--- config.mk ---
export PLATFORM = sky130hd
export DESIGN_NAME = wb_cache_ctrl
export DESIGN_NICKNAME = d
export VERILOG_FILES = /design/src/rtl/wb_cache_ctrl.sv
export SDC_FILE = /design/constraint.sdc
export NUM_CORES = 2
export LEC_CHECK = 0
export BUFFER_PORTS_ARGS = -buffer_cell sky130_fd_sc_hd__buf_2
export CAP_MARGIN = 0
export CORE_MARGIN = 2
export CORE_UTILIZATION = 51
export DETAILED_ROUTE_END_ITERATION = 7
export PLACE_DENSITY = 0.67
export SLEW_MARGIN = 10
export SYNTH_ARGS = -nofsm -noshare
export SYNTH_HDL_FRONTEND = slang
export SYNTH_SLANG_ARGS = --single-unit
--- constraint.sdc ---
create_clock -name clock -period 21.2 [get_ports clock]
set_input_delay 1.06 -clock clock [delete_from_list [all_inputs] [get_ports clock]]
set_output_delay 1.06 -clock clock [all_outputs]
set_load 0.005 [all_outputs]
--- src/rtl/wb_cache_ctrl.sv ---
// wb_cache_ctrl: direct-mapped, write-back, write-allocate data cache with word-serial refill/writeback.
// Define CACHE_STATS_EN to add the hit_count/miss_count/wb_count statistics outputs.
module wb_cache_ctrl #(
  parameter int ADDR_WIDTH      = 10,
  parameter int DATA_WIDTH      = 32,
  parameter int NUM_LINES       = 4,
  parameter int WORDS_PER_BLOCK = 4
) (
  input  logic                  clock,
  input  logic                  reset,
`ifdef CACHE_STATS_EN
  output logic [31:0]           hit_count,
  output logic [31:0]           miss_count,
  output logic [31:0]           wb_count,
`endif
  input  logic                  cpu_req_valid,
  output logic                  cpu_req_ready,
  input  logic                  cpu_req_write,
  input  logic [ADDR_WIDTH-1:0] cpu_req_addr,
  input  logic [DATA_WIDTH-1:0] cpu_req_wdata,
  output logic                  cpu_resp_valid,
  output logic [DATA_WIDTH-1:0] cpu_resp_rdata,
  output logic                  mem_req_valid,
  input  logic                  mem_req_ready,
  output logic                  mem_req_write,
  output logic [ADDR_WIDTH-1:0] mem_req_addr,
  output logic [DATA_WIDTH-1:0] mem_req_wdata,
  input  logic                  mem_resp_valid,
  input  logic [DATA_WIDTH-1:0] mem_resp_rdata
);
  localparam int OFF_W = $clog2(WORDS_PER_BLOCK);
  localparam int IDX_W = $clog2(NUM_LINES);
  localparam int TAG_W = ADDR_WIDTH - IDX_W - OFF_W;

  typedef enum logic [2:0] {IDLE, LOOKUP, WB_REQ, RF_REQ, RF_WAIT} state_t;
  state_t state, state_nxt;

  logic                  valid [NUM_LINES];
  logic                  dirty [NUM_LINES];
  logic [TAG_W-1:0]      tag   [NUM_LINES];
  logic [DATA_WIDTH-1:0] block [NUM_LINES][WORDS_PER_BLOCK];

  logic                  req_write;
  logic [ADDR_WIDTH-1:0] req_addr;
  logic [DATA_WIDTH-1:0] req_wdata;
  logic [OFF_W-1:0]      beat;

  logic [TAG_W-1:0] req_tag;
  logic [IDX_W-1:0] req_idx;
  logic [OFF_W-1:0] req_off;
  logic             hit;
  logic             last_beat;

  assign req_tag   = req_addr[ADDR_WIDTH-1 -: TAG_W];
  assign req_idx   = req_addr[OFF_W +: IDX_W];
  assign req_off   = req_addr[OFF_W-1:0];
  assign hit       = valid[req_idx] && (tag[req_idx] == req_tag);
  // Block size is a power of two, so the final beat is the all-ones count.
  assign last_beat = &beat;

  assign cpu_req_ready = (state == IDLE) && !reset;

  always_ff @(posedge clock or posedge reset) begin
    if (reset) state <= IDLE;
    else       state <= state_nxt;
  end

  always_comb begin
    state_nxt     = state;
    mem_req_valid = 1'b0;
    mem_req_write = 1'b0;
    mem_req_addr  = '0;
    mem_req_wdata = '0;
    unique case (state)
      IDLE:   if (cpu_req_valid) state_nxt = LOOKUP;
      LOOKUP: begin
        if (hit)                                   state_nxt = IDLE;
        else if (valid[req_idx] && dirty[req_idx]) state_nxt = WB_REQ;
        else                                       state_nxt = RF_REQ;
      end
      WB_REQ: begin
        mem_req_valid = 1'b1;
        mem_req_write = 1'b1;
        mem_req_addr  = {tag[req_idx], req_idx, beat};
        mem_req_wdata = block[req_idx][beat];
        if (mem_req_ready && last_beat) state_nxt = RF_REQ;
      end
      RF_REQ: begin
        mem_req_valid = 1'b1;
        mem_req_addr  = {req_tag, req_idx, beat};
        if (mem_req_ready) state_nxt = RF_WAIT;
      end
      RF_WAIT: begin
        if (mem_resp_valid) state_nxt = last_beat ? LOOKUP : RF_REQ;
      end
      default: state_nxt = IDLE;
    endcase
  end

  always_ff @(posedge clock or posedge reset) begin
    if (reset) begin
      for (int i = 0; i < NUM_LINES; i++) begin
        valid[i] <= 1'b0;
        dirty[i] <= 1'b0;
        tag[i]   <= '0;
        for (int w = 0; w < WORDS_PER_BLOCK; w++) block[i][w] <= '0;
      end
      beat           <= '0;
      req_write      <= 1'b0;
      req_addr       <= '0;
      req_wdata      <= '0;
      cpu_resp_valid <= 1'b0;
      cpu_resp_rdata <= '0;
    end else begin
      cpu_resp_valid <= 1'b0;
      unique case (state)
        IDLE: begin
          if (cpu_req_valid) begin
            req_write <= cpu_req_write;
            req_addr  <= cpu_req_addr;
            req_wdata <= cpu_req_wdata;
          end
        end
        LOOKUP: begin
          if (hit) begin
            cpu_resp_valid <= 1'b1;
            if (req_write) begin
              block[req_idx][req_off] <= req_wdata;
              dirty[req_idx]          <= 1'b1;
              cpu_resp_rdata          <= req_wdata;
            end else begin
              cpu_resp_rdata <= block[req_idx][req_off];
            end
          end else begin
            beat <= '0;
          end
        end
        WB_REQ: begin
          if (mem_req_ready) begin
            beat <= beat + 1'b1;
            if (last_beat) dirty[req_idx] <= 1'b0;
          end
        end
        RF_WAIT: begin
          if (mem_resp_valid) begin
            block[req_idx][beat] <= mem_resp_rdata;
            beat                 <= beat + 1'b1;
            if (last_beat) begin
              tag[req_idx]   <= req_tag;
              valid[req_idx] <= 1'b1;
              dirty[req_idx] <= 1'b0;
            end
          end
        end
        default: ;
      endcase
    end
  end

`ifdef CACHE_STATS_EN
  // refilled marks the guaranteed-hit LOOKUP after a refill so it is not counted again.
  logic refilled;

  always_ff @(posedge clock or posedge reset) begin
    if (reset) begin
      refilled   <= 1'b0;
      hit_count  <= '0;
      miss_count <= '0;
      wb_count   <= '0;
    end else begin
      if (state == IDLE) refilled <= 1'b0;
      if (state == RF_WAIT && mem_resp_valid && last_beat) refilled <= 1'b1;
      if (state == LOOKUP && !refilled) begin
        if (hit) hit_count  <= hit_count + 32'd1;
        else     miss_count <= miss_count + 32'd1;
      end
      if (state == WB_REQ && mem_req_ready && last_beat) wb_count <= wb_count + 32'd1;
    end
  end
`endif

endmodule

==> results.sh <==
export IMPL_report_final_hold_viol_count=0
export IMPL_syn_area_um2=35200
export IMPL_drive_gt1_share_pct=42.9
export IMPL_ys_seq_area_share_pct=44.5
export IMPL_grt_first_pass_wirelength_um=170000
export IMPL_ys_ff_latch=625
export IMPL_wl_per_cell_um=31.8
export IMPL_die_h_um=267
export IMPL_die_x_um=267
export IMPL_crit_chain="buf_4, buf_4, mux4_2, mux4_2, and2_1, buf_2"
export IMPL_rsz0062_at_grt="no"
export IMPL_synth_top_area_cell="dfrtp_1"
export IMPL_dp_hpwl_um=65500
export IMPL_critPathArrivalTime_ns=4.75
export IMPL_finalSetupViolCount=0
export IMPL_drt_initial_drc_count=2638
export IMPL_skew_ns=0.0243
export IMPL_regArea_um2=15700
export IMPL_crit_slowest_cell="dfrtp_4"
export IMPL_coreArea_um2=68500
export IMPL_power_total_uw=4130
export IMPL_yosysUniqueCellTypes=51
export IMPL_status="finished, final reports clean"
export IMPL_cp_max_fo=50
export IMPL_powerDensity_nw_per_um2=107
export IMPL_avgSynthCellArea_um2=13.2
export IMPL_antenna_left=0
export IMPL_routabilityCongestion=0.857
export IMPL_start_util_pct=51.4
export IMPL_yosysTopAreaCellShare_pct=44.5
export IMPL_area_delta_synth_final_pct=9.52
export IMPL_die_area_um2=71100
export IMPL_grt_use_total_pct=31.9
export IMPL_syn_nets=2742
export IMPL_cts_buffers_inserted=70
export IMPL_clockBufferDepth=3
export IMPL_h_tree_depth=3
export IMPL_syn_inst=2658
export IMPL_drc=0
export IMPL_ys_flop_type="dfrtp_1"
export IMPL_grt_pass1_vias=26200
export IMPL_async_flop_share_pct=100
export IMPL_final_setup_tns_ns=0
export IMPL_max_cap_violations=0
export IMPL_hold_path_class="flip-flop to flip-flop"
export IMPL_start_kind="flip-flop"
export IMPL_viasPerCell=7.13
export IMPL_layout_commonest_cell="dfrtp_1"
export IMPL_first_pass_iters=5
export IMPL_ys_warnings_count=0
export IMPL_path_clk_slew_ns=0.06
export IMPL_cts_sinks=625
export IMPL_grt_overflow=0
export IMPL_slew_viol_final=0
export IMPL_nets=2666
export IMPL_cts_tree="built"
export IMPL_nFillCells=5536
export IMPL_critical_path_max_stage_delay_ns=1.00
export IMPL_crit_type="flip-flop to output port"
export IMPL_post_route_min_period_ns=5.81
export IMPL_critPathTopFamily="buffers and inverters"
export IMPL_power_leakage_uw=0.0177
export IMPL_vias=25100
export IMPL_grt_max_degree=194
export IMPL_insertion_delay_ns=0.62
export IMPL_path_buf_inv=3
export IMPL_min_period_over_period_pct=27.4
export IMPL_wl_um=112000
export IMPL_rows=96
export IMPL_end_kind="output port"
export IMPL_ctsResizeCount=0
export IMPL_cts_hold_buf=0
export IMPL_root_buffer="clkbuf_16"
export IMPL_cts_setup_buffers=0
export IMPL_max_freq_ghz=0.172
export IMPL_vdd_ir_drop_worst_uv=104
export IMPL_required_ns=20.14
export IMPL_worst_pin_slew_ns=1.27
export IMPL_yosys_top_cells_area="dfrtp_1 44%, mux2_2 18%, a22o_1 13%"
export IMPL_antenna_cells=0
export IMPL_io_pins=158
export IMPL_portBuffers=157
export IMPL_relSlewSlack_pct=15.2
export IMPL_final_cell_mix="619 x dfrtp_1, 551 x mux2_2, 512 x a22o_1"
export IMPL_antenna_found_initial=0
export IMPL_multi_input_area_um2=18100
export IMPL_synth_edf_count=0
area by class of cell:
class / instances / share of cell area [%]
clock inverters: 18 / 0.692
repair buffers: 217 / 3.27
well taps: 882 / 2.86
multi-input cells: 1654 / 46.9
clock buffers: 105 / 5.44
flip-flops and latches: 625 / 40.6
inverters: 14 / 0.156
where the power goes:
group	leakage [µW]	switching [µW]	internal [µW]
combinational	0.00789	811	476
clock	0.00117	511	757
sequential	0.00861	301	1280
cells by family after synthesis:
| kind of cell | Yosys count | synth area share, % |
|---|---|---|
| mux | 824 | 32.6 |
| flops | 625 | 44.5 |
| compound gates | 584 | 14.6 |
| buf+inv | 379 | 4.67 |
| simple gates | 239 | 3.51 |
| fa+ha+maj | 4 | 0.142 |
| xor+xnor | 3 | 0.0747 |
sequential cells by signal, indices dropped and copies added, names as in the netlist, named ones only:
register and cells:
block 512, state 3, valid 4, req_write 1
tag 24, beat 2, req_addr 10, cpu_resp_valid 1
req_wdata 32, cpu_resp_rdata 32
synthesized netlist by cell type (10+ instances only):
| library cell | number |
|---|---|
| dfrtp_1 | 625 |
| mux2_2 | 551 |
| a22o_1 | 512 |
| clkbuf_1 | 255 |
| mux4_2 | 198 |
| and2_1 | 72 |
| nand2_1 | 68 |
| buf_1 | 53 |
| nor2_1 | 43 |
| mux2i_1 | 39 |
| mux2_1 | 36 |
| o21ai_0 | 36 |
| buf_4 | 34 |
| buf_2 | 13 |
| inv_1 | 13 |
| nor3_1 | 11 |
| buf_6 | 10 |
| o22ai_4 | 10 |
stage by stage:
step,std cells,setup WS (ns),util [%],hold slack (ns),instance area [µm²]
after global routing,3515,15.16,56.3,0.495,38500
final,3515,15.39,56.3,0.471,38500
after CTS,3515,15.35,56.3,0.477,38500
after global placement,3392,15.59,52.8,0.448,36200
after floorplan,2658,2.64,-,0.434,35200
after detailed placement,3392,15.57,52.8,0.462,36200
worst paths after layout:
| kind | slack, ns | to | cells past startpoint | start |
|---|---|---|---|---|
| setup / recovery | 15.39 | mem_req_wdata[16] | 6 | req_addr[2]$_DFFE_PP0P_ |
| hold / removal | 0.47 | valid[2]$_DFFE_PP0P_ | 1 | valid[2]$_DFFE_PP0P_ |
| setup reg to reg | 15.51 | block[271]$_DFFE_PP0P_ | 8 | req_addr[2]$_DFFE_PP0P_ |
| hold reg to reg | 0.47 | valid[2]$_DFFE_PP0P_ | 1 | valid[2]$_DFFE_PP0P_ |
| max in group asynchronous | 17.03 | block[478]$_DFFE_PP0P_ | 5 | reset |
| min in group asynchronous | 0.60 | cpu_resp_valid$_DFF_PP0_ | 2 | reset |
per-layer routing:
metal	share of wire, %	vias up	GRT usage (%)
met5	0	-	0
met4	4.6	0	14.2
met3	8.2	329	6.29
met2	47	1314	50.8
met1	40	13400	42.6
li1	-	10000	-
No activity file was read; power rests on OpenSTA's default activity.
